===== src/rtl/rb_writeback_pkg.sv =====
// Shared types and constants for the RB writeback stage: writeback-select
// encoding, load funct3 codes and default datapath sizes.
package rb_writeback_pkg;

  localparam int XLEN_DEF  = 32;
  localparam int AW_DEF    = 5;
  localparam int CNT_W_DEF = 64;

  typedef enum logic [1:0] {
    WB_ALU = 2'b00,
    WB_MEM = 2'b01,
    WB_PC4 = 2'b10,
    WB_IMM = 2'b11
  } wb_sel_e;

  localparam logic [2:0] F3_LB  = 3'b000;
  localparam logic [2:0] F3_LH  = 3'b001;
  localparam logic [2:0] F3_LW  = 3'b010;
  localparam logic [2:0] F3_LBU = 3'b100;
  localparam logic [2:0] F3_LHU = 3'b101;

endpackage


===== src/rtl/rb_writeback_if.sv =====
// Bundle of the M->RB pipeline fields, the decode read ports, the writeback
// bus towards the hazard unit and the retired-instruction count.
// master: producer side (pipeline / bench); slave: rb_writeback.
interface rb_writeback_if
  import rb_writeback_pkg::*;
#(
  parameter int XLEN  = XLEN_DEF,
  parameter int AW    = AW_DEF,
  parameter int CNT_W = CNT_W_DEF
);

  logic             valid_RB;
  logic             rd_wen_RB;
  logic [1:0]       PMAItoReg_RB;
  logic [XLEN-1:0]  instr_RB;
  logic [XLEN-1:0]  imm_RB;
  logic [XLEN-1:0]  mem_rdata_RB;
  logic [XLEN-1:0]  alu_result_RB;
  logic [XLEN-1:0]  PC_RB;
  logic [AW-1:0]    rd_waddr_RB;
  logic [AW-1:0]    rs1_raddr_D;
  logic [AW-1:0]    rs2_raddr_D;
  logic [XLEN-1:0]  rs1_rdata_D;
  logic [XLEN-1:0]  rs2_rdata_D;
  logic             wb_wen;
  logic [AW-1:0]    wb_addr;
  logic [XLEN-1:0]  wb_data;
  logic [CNT_W-1:0] instret;

  modport master (
    output valid_RB, rd_wen_RB, PMAItoReg_RB, instr_RB, imm_RB, mem_rdata_RB,
           alu_result_RB, PC_RB, rd_waddr_RB, rs1_raddr_D, rs2_raddr_D,
    input  rs1_rdata_D, rs2_rdata_D, wb_wen, wb_addr, wb_data, instret
  );

  modport slave (
    input  valid_RB, rd_wen_RB, PMAItoReg_RB, instr_RB, imm_RB, mem_rdata_RB,
           alu_result_RB, PC_RB, rd_waddr_RB, rs1_raddr_D, rs2_raddr_D,
    output rs1_rdata_D, rs2_rdata_D, wb_wen, wb_addr, wb_data, instret
  );

endinterface


===== src/rtl/rb_writeback_load_align.sv =====
// Load alignment: picks the byte/half lane addressed by the low address bits
// and sign- or zero-extends it according to funct3. Words (and unknown
// funct3 codes) pass through unchanged. Purely combinational.
module rb_writeback_load_align
  import rb_writeback_pkg::*;
#(
  parameter int XLEN = XLEN_DEF
) (
  input  logic [2:0]      funct3,
  input  logic [1:0]      off,
  input  logic [XLEN-1:0] word,
  output logic [XLEN-1:0] data
);

  logic [7:0]  lane_b;
  logic [15:0] lane_h;

  // Lane extraction and extension; halfword lane ignores off[0].
  always_comb begin
    lane_b = word[{off, 3'b000} +: 8];
    lane_h = word[{off[1], 4'b0000} +: 16];
    data   = word;
    case (funct3)
      F3_LB:   data = {{(XLEN-8){lane_b[7]}}, lane_b};
      F3_LBU:  data = {{(XLEN-8){1'b0}}, lane_b};
      F3_LH:   data = {{(XLEN-16){lane_h[15]}}, lane_h};
      F3_LHU:  data = {{(XLEN-16){1'b0}}, lane_h};
      default: data = word;
    endcase
  end

endmodule


===== src/rtl/rb_writeback.sv =====
// Final writeback stage of the RV32I core: writeback-value select, load
// alignment, the integer register file with two combinational read ports,
// and the retired-instruction counter.
// Build option: define RB_BYPASS_EN to forward the in-flight writeback value
// onto a matching read port in the same cycle; otherwise reads return the
// pre-write array contents and decode must stall on an RB->D match.
module rb_writeback
  import rb_writeback_pkg::*;
#(
  parameter int XLEN  = XLEN_DEF,
  parameter int AW    = AW_DEF,
  parameter int CNT_W = CNT_W_DEF
) (
  input  logic           clk,
  input  logic           rst_n,
  rb_writeback_if.slave  bus
);

  localparam int NREG = 2**AW;

  logic [XLEN-1:0]  regfile_reg [NREG];
  logic [CNT_W-1:0] instret_reg;
  logic [CNT_W-1:0] instret_next;
  logic [XLEN-1:0]  load_data;
  logic [XLEN-1:0]  wb_data_sel;
  logic             wb_wen_sel;
  logic [AW-1:0]    raddr [2];
  logic [XLEN-1:0]  rdata [2];

  // Only funct3 of the instruction word matters here.
  logic unused_instr;
  assign unused_instr = ^{bus.instr_RB[XLEN-1:15], bus.instr_RB[11:0]};

  rb_writeback_load_align #(.XLEN(XLEN)) u_load_align (
    .funct3 (bus.instr_RB[14:12]),
    .off    (bus.alu_result_RB[1:0]),
    .word   (bus.mem_rdata_RB),
    .data   (load_data)
  );

  // Writeback select and write-enable qualification (x0 never written).
  always_comb begin
    wb_wen_sel = bus.valid_RB & bus.rd_wen_RB & (bus.rd_waddr_RB != '0);
    case (wb_sel_e'(bus.PMAItoReg_RB))
      WB_ALU:  wb_data_sel = bus.alu_result_RB;
      WB_MEM:  wb_data_sel = load_data;
      WB_PC4:  wb_data_sel = bus.PC_RB + XLEN'(4);
      WB_IMM:  wb_data_sel = bus.imm_RB;
      default: wb_data_sel = bus.alu_result_RB;
    endcase
  end

  assign bus.wb_wen  = wb_wen_sel;
  assign bus.wb_addr = bus.rd_waddr_RB;
  assign bus.wb_data = wb_data_sel;

  // Register file: async clear of every entry, write from the RB stage.
  always_ff @(posedge clk or negedge rst_n) begin
    if (!rst_n) begin
      for (int i = 0; i < NREG; i++) regfile_reg[i] <= '0;
    end else if (wb_wen_sel) begin
      regfile_reg[bus.rd_waddr_RB] <= wb_data_sel;
    end
  end

  assign raddr[0] = bus.rs1_raddr_D;
  assign raddr[1] = bus.rs2_raddr_D;

  // Read ports: address 0 is hardwired to zero; optional same-cycle forward.
  for (genvar gi = 0; gi < 2; gi++) begin : g_rport
    always_comb begin
      rdata[gi] = regfile_reg[raddr[gi]];
`ifdef RB_BYPASS_EN
      if (wb_wen_sel && (raddr[gi] == bus.rd_waddr_RB)) rdata[gi] = wb_data_sel;
`endif
      if (raddr[gi] == '0) rdata[gi] = '0;
    end
  end

  assign bus.rs1_rdata_D = rdata[0];
  assign bus.rs2_rdata_D = rdata[1];

  // Retire count: one per valid RB slot, free-running wrap.
  always_comb begin
    instret_next = instret_reg;
    if (bus.valid_RB) instret_next = instret_reg + CNT_W'(1);
  end

  // Counter register with async clear.
  always_ff @(posedge clk or negedge rst_n) begin
    if (!rst_n) instret_reg <= '0;
    else        instret_reg <= instret_next;
  end

  assign bus.instret = instret_reg;

endmodule


===== src/flat_wrapper.sv =====
// flat-port wrapper written by rule: the top's interface ports become plain ports
module rb_writeback_flat import rb_writeback_pkg::*;
#(
  parameter int XLEN  = XLEN_DEF,
  parameter int AW    = AW_DEF,
  parameter int CNT_W = CNT_W_DEF
)
  (clk, rst_n, bus_valid_RB, bus_rd_wen_RB, bus_PMAItoReg_RB, bus_instr_RB, bus_imm_RB, bus_mem_rdata_RB, bus_alu_result_RB, bus_PC_RB, bus_rd_waddr_RB, bus_rs1_raddr_D, bus_rs2_raddr_D, bus_rs1_rdata_D, bus_rs2_rdata_D, bus_wb_wen, bus_wb_addr, bus_wb_data, bus_instret);
  rb_writeback_if #(.XLEN(XLEN), .AW(AW), .CNT_W(CNT_W)) bus_i ();
  input  logic clk;
  input  logic rst_n;
  input wire logic [$bits(bus_i.valid_RB)-1:0] bus_valid_RB;
  input wire logic [$bits(bus_i.rd_wen_RB)-1:0] bus_rd_wen_RB;
  input wire logic [$bits(bus_i.PMAItoReg_RB)-1:0] bus_PMAItoReg_RB;
  input wire logic [$bits(bus_i.instr_RB)-1:0] bus_instr_RB;
  input wire logic [$bits(bus_i.imm_RB)-1:0] bus_imm_RB;
  input wire logic [$bits(bus_i.mem_rdata_RB)-1:0] bus_mem_rdata_RB;
  input wire logic [$bits(bus_i.alu_result_RB)-1:0] bus_alu_result_RB;
  input wire logic [$bits(bus_i.PC_RB)-1:0] bus_PC_RB;
  input wire logic [$bits(bus_i.rd_waddr_RB)-1:0] bus_rd_waddr_RB;
  input wire logic [$bits(bus_i.rs1_raddr_D)-1:0] bus_rs1_raddr_D;
  input wire logic [$bits(bus_i.rs2_raddr_D)-1:0] bus_rs2_raddr_D;
  output wire logic [$bits(bus_i.rs1_rdata_D)-1:0] bus_rs1_rdata_D;
  output wire logic [$bits(bus_i.rs2_rdata_D)-1:0] bus_rs2_rdata_D;
  output wire logic [$bits(bus_i.wb_wen)-1:0] bus_wb_wen;
  output wire logic [$bits(bus_i.wb_addr)-1:0] bus_wb_addr;
  output wire logic [$bits(bus_i.wb_data)-1:0] bus_wb_data;
  output wire logic [$bits(bus_i.instret)-1:0] bus_instret;
  assign bus_i.valid_RB = bus_valid_RB;
  assign bus_i.rd_wen_RB = bus_rd_wen_RB;
  assign bus_i.PMAItoReg_RB = bus_PMAItoReg_RB;
  assign bus_i.instr_RB = bus_instr_RB;
  assign bus_i.imm_RB = bus_imm_RB;
  assign bus_i.mem_rdata_RB = bus_mem_rdata_RB;
  assign bus_i.alu_result_RB = bus_alu_result_RB;
  assign bus_i.PC_RB = bus_PC_RB;
  assign bus_i.rd_waddr_RB = bus_rd_waddr_RB;
  assign bus_i.rs1_raddr_D = bus_rs1_raddr_D;
  assign bus_i.rs2_raddr_D = bus_rs2_raddr_D;
  assign bus_rs1_rdata_D = bus_i.rs1_rdata_D;
  assign bus_rs2_rdata_D = bus_i.rs2_rdata_D;
  assign bus_wb_wen = bus_i.wb_wen;
  assign bus_wb_addr = bus_i.wb_addr;
  assign bus_wb_data = bus_i.wb_data;
  assign bus_instret = bus_i.instret;
  rb_writeback #(.XLEN(XLEN), .AW(AW), .CNT_W(CNT_W)) u_core (.clk(clk), .rst_n(rst_n), .bus(bus_i));
endmodule

===== config.mk =====
export PLATFORM = sky130hd
export DESIGN_NAME = rb_writeback_flat
export DESIGN_NICKNAME = d
export VERILOG_FILES = /design/src/rtl/rb_writeback_pkg.sv /design/src/rtl/rb_writeback_if.sv /design/src/rtl/rb_writeback_load_align.sv /design/src/rtl/rb_writeback.sv /design/src/flat_wrapper.sv
export SDC_FILE = /design/constraint.sdc
export NUM_CORES = 2
export LEC_CHECK = 0
export ABC_AREA = 1
export BUFFER_PORTS_ARGS = -buffer_cell sky130_fd_sc_hd__clkbuf_2
export CELL_PAD_IN_SITES_DETAIL_PLACEMENT = 2
export CELL_PAD_IN_SITES_GLOBAL_PLACEMENT = 2
export CORE_MARGIN = 3
export CORE_UTILIZATION = 33
export CTS_CLUSTER_DIAMETER = 60
export CTS_CLUSTER_SIZE = 12
export DETAILED_ROUTE_END_ITERATION = 10
export GPL_TIMING_DRIVEN = 0
export PLACE_DENSITY_LB_ADDON = 0.1
export SLEW_MARGIN = 5
export SYNTH_ARGS = -nofsm -noshare
export SYNTH_HDL_FRONTEND = slang
export SYNTH_SLANG_ARGS = --single-unit

===== constraint.sdc =====
create_clock -name clk -period 4 [get_ports clk]
set_input_delay 0.4 -clock clk [delete_from_list [all_inputs] [get_ports clk]]
set_output_delay 0.4 -clock clk [all_outputs]
set_load 0.01 [all_outputs]

Word-level counts from Yosys, hierarchy flattened
Cells that the tools add are included.
{"block": "word_totals", "word_cells": 71, "output_inout_bits": 166, "reg_bits": 1088}
{"block": "op_classes", "n_mux": 13, "shift": 2, "n_eq_ne": 6, "magnitude_cmp": 4, "addsub": 2, "n_bitwise": 5, "reduce_logical": 6}
{"operator": "bitwise mux 1024 bit", "count": 1}
{"operator": "binary-select mux 32 bit (select 5 bit)", "count": 2}
{"operator": "one-hot mux 32 bit (4 select lines)", "count": 2}
{"operator": "two-way mux 32 bit", "count": 7}
{"operator": "demux 32 bit (select 5 bit)", "count": 1}
{"operator": "adder 64 x 1 -> 64 bit (second input constant)", "count": 1}
{"operator": "adder 32 x 3 -> 32 bit (second input constant)", "count": 1}
{"operator": "indexed part select 32 x 6 -> 16 bit", "count": 1}
{"operator": "indexed part select 32 x 6 -> 8 bit", "count": 1}
{"operator": "greater-or-equal comparator 6 bit (second input constant)", "count": 3}
{"operator": "NOT 5 -> 6 bit", "count": 3}
{"operator": "logical NOT 5 bit", "count": 2}
{"operator": "== test 3 bit (second input constant)", "count": 2}
{"operator": "< comparator 6 x 1 -> 1 bit (second input constant)", "count": 1}
{"operator": "nonzero test 5 bit", "count": 1}
{"operator": "== test 2 bit (second input constant)", "count": 2}
{"operator": "== test 3 x 1 -> 1 bit (second input constant)", "count": 1}
{"operator": "logical NOT 3 bit", "count": 1}
{"operator": "bitwise AND 1 bit", "count": 2}
{"operator": "== test 2 x 1 -> 1 bit (second input constant)", "count": 1}
{"operator": "logical NOT 2 bit", "count": 1}
{"operator": "logical AND 1 bit", "count": 1}

Longest topological paths before layout
{"block": "logic_depth", "depth_word": 6, "mapped_depth": 13, "mapped_depth_nobuf": 11}

Modules after synthesis
A second synthesis with hierarchy kept.
{"block": "unflattened", "hier_cells": 9791, "hier_area_um2": 65328.9}
{"module": "rb_writeback", "cells_each": 9618, "area_per_inst_um2": 64524.4, "seq_area_each_um2": 27226.1, "instances": 1}
{"module": "rb_writeback_load_align", "cells_each": 173, "area_per_inst_um2": 804.5, "seq_area_each_um2": 0.0, "instances": 1}

Worst setup path before layout
No wires, ideal clock.
{"block": "synth_timing", "path_type": "input to output", "from": "in bus_rs2_raddr_D[0]", "to": "out bus_rs2_rdata_D[10]", "required_ps": 3600, "path_slack_ps": 1897, "arrival_ps": 1703, "cell_stages": 12, "path_cell_list": "buf_2 -> buf_2 -> buf_2 -> buf_2 -> nand2_1 -> nand3_1 -> nand2_1 -> a21oi_1 -> o31ai_1 -> nand2_1 -> nor2_1 -> nor2_1"}
{"block": "synth_via", "elab_chain_cells": 5, "elab_cells_between_ends": 6, "cone_classes": "mux: 4; bitwise: 1; reduce/logical: 1"}
{"item": "start: declaration", "line_no": "flat_wrapper.sv:22", "text": "input wire logic [$bits(bus_i.rs2_raddr_D)-1:0] bus_rs2_raddr_D;"}
{"item": "NOT 5 -> 6 bit (not written as such)", "line_no": "rb_writeback.sv:72", "text": "rdata[gi] = regfile_reg[raddr[gi]];"}
{"item": "binary-select mux 32 bit (select 5 bit)", "line_no": "rb_writeback.sv:72"}
{"item": "two-way mux 32 bit (not written as such) (2 in series)", "line_no": "rb_writeback.sv:72"}
{"item": "two-way mux 32 bit (*)", "line_no": "rb_writeback.sv:76", "text": "if (raddr[gi] == '0) rdata[gi] = '0;"}
{"item": "end: declaration", "line_no": "flat_wrapper.sv:24", "text": "output wire logic [$bits(bus_i.rs2_rdata_D)-1:0] bus_rs2_rdata_D;"}
Every way passes the cells marked *; elsewhere a longest branch is shown, timed or not. The select of a mux whose other input is x is not followed.

Worst setup path after layout
{"block": "layout_timing", "from": "in bus_rs1_raddr_D[2]", "to": "out bus_rs1_rdata_D[17]"}
{"block": "layout_via", "elab_chain_cells": 5, "elab_cells_between_ends": 6, "cone_classes": "mux: 4; bitwise: 1; reduce/logical: 1"}
{"item": "start: declaration", "line_no": "flat_wrapper.sv:21", "text": "input wire logic [$bits(bus_i.rs1_raddr_D)-1:0] bus_rs1_raddr_D;"}
{"item": "NOT 5 -> 6 bit (not written as such)", "line_no": "rb_writeback.sv:72"}
{"item": "binary-select mux 32 bit (select 5 bit)", "line_no": "rb_writeback.sv:72"}
{"item": "two-way mux 32 bit (not written as such) (2 in series)", "line_no": "rb_writeback.sv:72"}
{"item": "two-way mux 32 bit (*)", "line_no": "rb_writeback.sv:76"}
{"item": "end: declaration", "line_no": "flat_wrapper.sv:23", "text": "output wire logic [$bits(bus_i.rs1_rdata_D)-1:0] bus_rs1_rdata_D;"}
Marked as above.

==> results.md <==
- Run status: finished, violations left
- Violated checks: capacitance limit, slew limit, setup timing
- Number of setup buffers added after CTS: 0
- Share of synthesized area occupied by flip-flops and latches: 40.98%
- Number of cells in the design after placement: ~13000
- Count of pins on the block boundary: 347
- Detailed placement HPWL: between 300000 and 400000 µm
- Final count of hold timing violations: 0
- Initial standard-cell utilization of the core: 33.24%
- Worst supply voltage drop on vdd: 0.4991 mV
- Std cell rows: 164
- Number of antenna violations at the first check in global routing: 73
- Worst relative slew slack: -6.372%
- Summed instance area of the synthesized netlist: 66440 µm²
- Total number of clock tree sinks: 1088
- Max Clock Freq: between 200 and 250 MHz
- Number of cells in the finished layout apart from fillers: 13540
- Proportion of synthesized flip-flops having asynchronous set or reset: 100.0%
- Count of distinct cell types in the synthesized netlist: between 40 and 50
- Worst setup EP type: primary output
- Number of flip-flops and latches in the synthesized netlist: 1088
- Part of the cycle the worst path needs: 108.8%
- Leak: 38.65 nW
- Vias in the first global route: 85940
- Buffers on Ports: 307
- Worst setup SP type: input pin
- Final Routed Wirelength: 511500 µm
- Total gr overflow: 0
- Chip Width: roughly 450 µm
- Power Density: 475.3 nW/µm²
- Setup repair after global routing missed its margin: yes
- Global-route total usage across every layer: between 40% and 50%
- Die Y: about 450 µm
- Die footprint: roughly 210000 µm²
- Final count of pins violating max slew: 59
- Final Critical Period: 4.353 ns
- Share of the synthesized area in the top cell type: 40.98%
- Number of instances in the synthesized netlist: 10230
- Root Driver: sky130_fd_sc_hd__clkbuf_16
- Largest buffer count on any clock path: 3
- Arrival time at the worst endpoint: roughly 4.0 ns
- Wire length of the first global-routing pass: between 600000 and 700000 µm
- Drc violations: 0
- Setup CP Type: input pin to primary output
- Max capacitance violation total: 6
- Post-Synthesis Mean Instance Area: 6.498 µm²
- Vias: 84950
- Area overhead of the layout relative to synthesis: 16.76%
- Pin count of the biggest net entering global routing: 100
- Biggest fanout along the worst timing path: 10
- Warning count from the yosys run: 0
- Number of buffers created by CTS: 147
- Insertion delay of the later-clocked pin in the worst-skew pair: 0.87 ns
- 1st-iter DRT viols: about 11000
- Number of nets in the layout: 10880
- Fraction of layout cells with a size suffix above 1: 10.69%
- Worst clock skew: 0.02268 ns
- Final setup fails: just under 50
- Weighted congestion reported at the end of routability-driven placement: 1.049
- Req. time, crit path: 3.60 ns
- Post-synth net total: 10410
- Most used flip-flop cell after synthesis: sky130_fd_sc_hd__dfrtp_1
- Number of flip-flops in the largest register: 1024
- Core footprint: 199900 µm²
- CTS tree: done
- Actual transition at the worst max-transition pin: 1.596 ns
- CTS HTree Levels: 4
- Clk pin slew, worst setup/hold paths: about 0.060 ns
- Path class of the lowest-slack min-delay path: input pin to async pin
- Setup slack of the critical path after layout: -0.3527 ns
- Library cell occupying the most area in the post-synthesis netlist: sky130_fd_sc_hd__dfrtp_1
- DR vias/cell: 6.275
- Filler cell count: 24360
- DR pass1 iterations: 6
- Number of flops mapped to enable cells by yosys: 0
- Main area contributors after synthesis: sky130_fd_sc_hd__dfrtp_1 (41%), sky130_fd_sc_hd__nand2_1 (24%), sky130_fd_sc_hd__nand3_1 (13%)
- Number of antenna-violating nets in the routed design: 0
- Average detailed-routed wire length per instance: 37.79 µm
- Final core area utilization: 38.82%
[layer usage]
layer	routed length [µm]	track usage (%)	part of all wire [%]	vias to the layer above
li1	-	-	-	34000
met1	191100	57.81	37	43260
met2	214700	70.19	42	5670
met3	58140	16.39	11	1993
met4	47430	38.65	9.3	19
met5	161	0	0.031	-
[cell type report]
cell class	count	area (µm²)	area share, %
plain buffers	885	4146	5.345
well taps	2656	3323	4.284
clock buffers	174	3985	5.137
repair buffers	326	1968	2.537
diodes	66	165.2	0.2129
inverters	202	759.5	0.9790
flip-flops and latches	1088	27230	35.09
multi-input cells	8050	34750	44.79
clock inverters	89	1257	1.621
[worst paths after layout]
kind	from	to	slack, ns	cells past startpoint
max in group asynchronous	rst_n	u_core.regfile_reg[728]	1.02	7
worst max register to register	u_core.bus.instret[2]	u_core.bus.instret[53]	1.44	7
min in group clk	bus_alu_result_RB[3]	u_core.regfile_reg[227]	0.24	5
worst max-delay path	bus_rs1_raddr_D[2]	bus_rs1_rdata_D[17]	-0.35	9
worst min-delay path	rst_n	u_core.regfile_reg[103]	0.19	2
worst min register to register	u_core.regfile_reg[1006]	u_core.regfile_reg[1006]	0.48	1
[placed cells by master, fill, tap and decap left out, types with 60 or more instances in the layout]
cell                        count
sky130_fd_sc_hd__a21oi_1      257
sky130_fd_sc_hd__buf_1         74
sky130_fd_sc_hd__buf_2        257
sky130_fd_sc_hd__clkbuf_1     361
sky130_fd_sc_hd__clkbuf_16    151
sky130_fd_sc_hd__clkbuf_2     433
sky130_fd_sc_hd__dfrtp_1     1088
sky130_fd_sc_hd__diode_2       66
sky130_fd_sc_hd__inv_1        173
sky130_fd_sc_hd__nand2_1     4276
sky130_fd_sc_hd__nand3_1     1753
sky130_fd_sc_hd__nor2_1       826
sky130_fd_sc_hd__o21ai_0      534
sky130_fd_sc_hd__o22ai_1       60
sky130_fd_sc_hd__o31ai_1       61
[power by group]
group / switching (W) / leakage, nW / internal, W
sequential: 0.00145 / 14.6 / 0.0124
combinational: 0.00600 / 21.5 / 0.00207
clock: 0.00629 / 2.55 / 0.00866
[critical path: stages]
cell	delay (ns)
sky130_fd_sc_hd__buf_2	0.40
sky130_fd_sc_hd__clkinv_2	0.46
sky130_fd_sc_hd__clkbuf_1	0.44
sky130_fd_sc_hd__clkbuf_2	0.48
sky130_fd_sc_hd__o31ai_1	0.70
sky130_fd_sc_hd__nand2_1	0.15
sky130_fd_sc_hd__nor2_2	0.44
sky130_fd_sc_hd__nor2_1	0.24
sky130_fd_sc_hd__clkbuf_2	0.19
[cells in the mapped netlist (7+ instances only)]
library cell                  n
sky130_fd_sc_hd__and2_1      16
sky130_fd_sc_hd__o21ai_0    555
sky130_fd_sc_hd__nand4_1     29
sky130_fd_sc_hd__a21boi_0    10
sky130_fd_sc_hd__a21oi_1    257
sky130_fd_sc_hd__o31ai_1     62
sky130_fd_sc_hd__inv_2       27
sky130_fd_sc_hd__o22a_1       7
sky130_fd_sc_hd__nand3b_1     9
sky130_fd_sc_hd__clkbuf_1   477
sky130_fd_sc_hd__dfrtp_1   1088
sky130_fd_sc_hd__o22ai_1     63
sky130_fd_sc_hd__or2_2       26
sky130_fd_sc_hd__buf_1      106
sky130_fd_sc_hd__inv_1      173
sky130_fd_sc_hd__nor2_1     846
sky130_fd_sc_hd__nand2_1   4276
sky130_fd_sc_hd__xnor2_1     16
sky130_fd_sc_hd__xor2_1      29
sky130_fd_sc_hd__o211ai_1    13
sky130_fd_sc_hd__buf_2      258
sky130_fd_sc_hd__o21bai_1     8
sky130_fd_sc_hd__nor3_1      27
sky130_fd_sc_hd__nand3_1   1754
sky130_fd_sc_hd__buf_4       44
sky130_fd_sc_hd__nor2_2      20
[repair_timing]
item / CTS / global route
setup endpoints to repair: 64 / 41
gates resized for setup: 153 / 126
hold buffers: 2 / 0
hold endpoints to repair: 78 / 0
[cell families (layout without fill, tap and decap cells)]
kind of cell | count (synthesis) | after routing | synth area share, %
xor gates and xnor gates | 45 | 45 | 0.5932
AOI/OAI and AO/OA | 983 | 983 | 7.951
DFF | 1088 | 1088 | 40.98
and+or+nand+nor | 7020 | 7020 | 43.57
buffers and inverters | 1087 | 1676 | 6.875
other | 0 | 66 | 0
adders and majority gates | 2 | 2 | 0.03766
[stage by stage]
step / setup TNS, ns / power (W) / hold WS (ns) / setup slack (ns) / area [µm²]
finish: -6.270 / 0.03688 / 0.1863 / -0.3527 / 77580
global placement: - / 0.02108 / 0.4519 / -27.16 / 71300
CTS: -0.005486 / 0.03629 / 0.1940 / -0.005486 / 77270
detailed placement: -29.93 / 0.02147 / 0.4659 / -1.120 / 71730
global route: -0.01597 / 0.03776 / 0.2447 / -0.009037 / 77450
floorplan: 0 / 0.01735 / 0.1044 / 1.897 / 66440
Note: power is estimated with default switching activity, not from simulation.
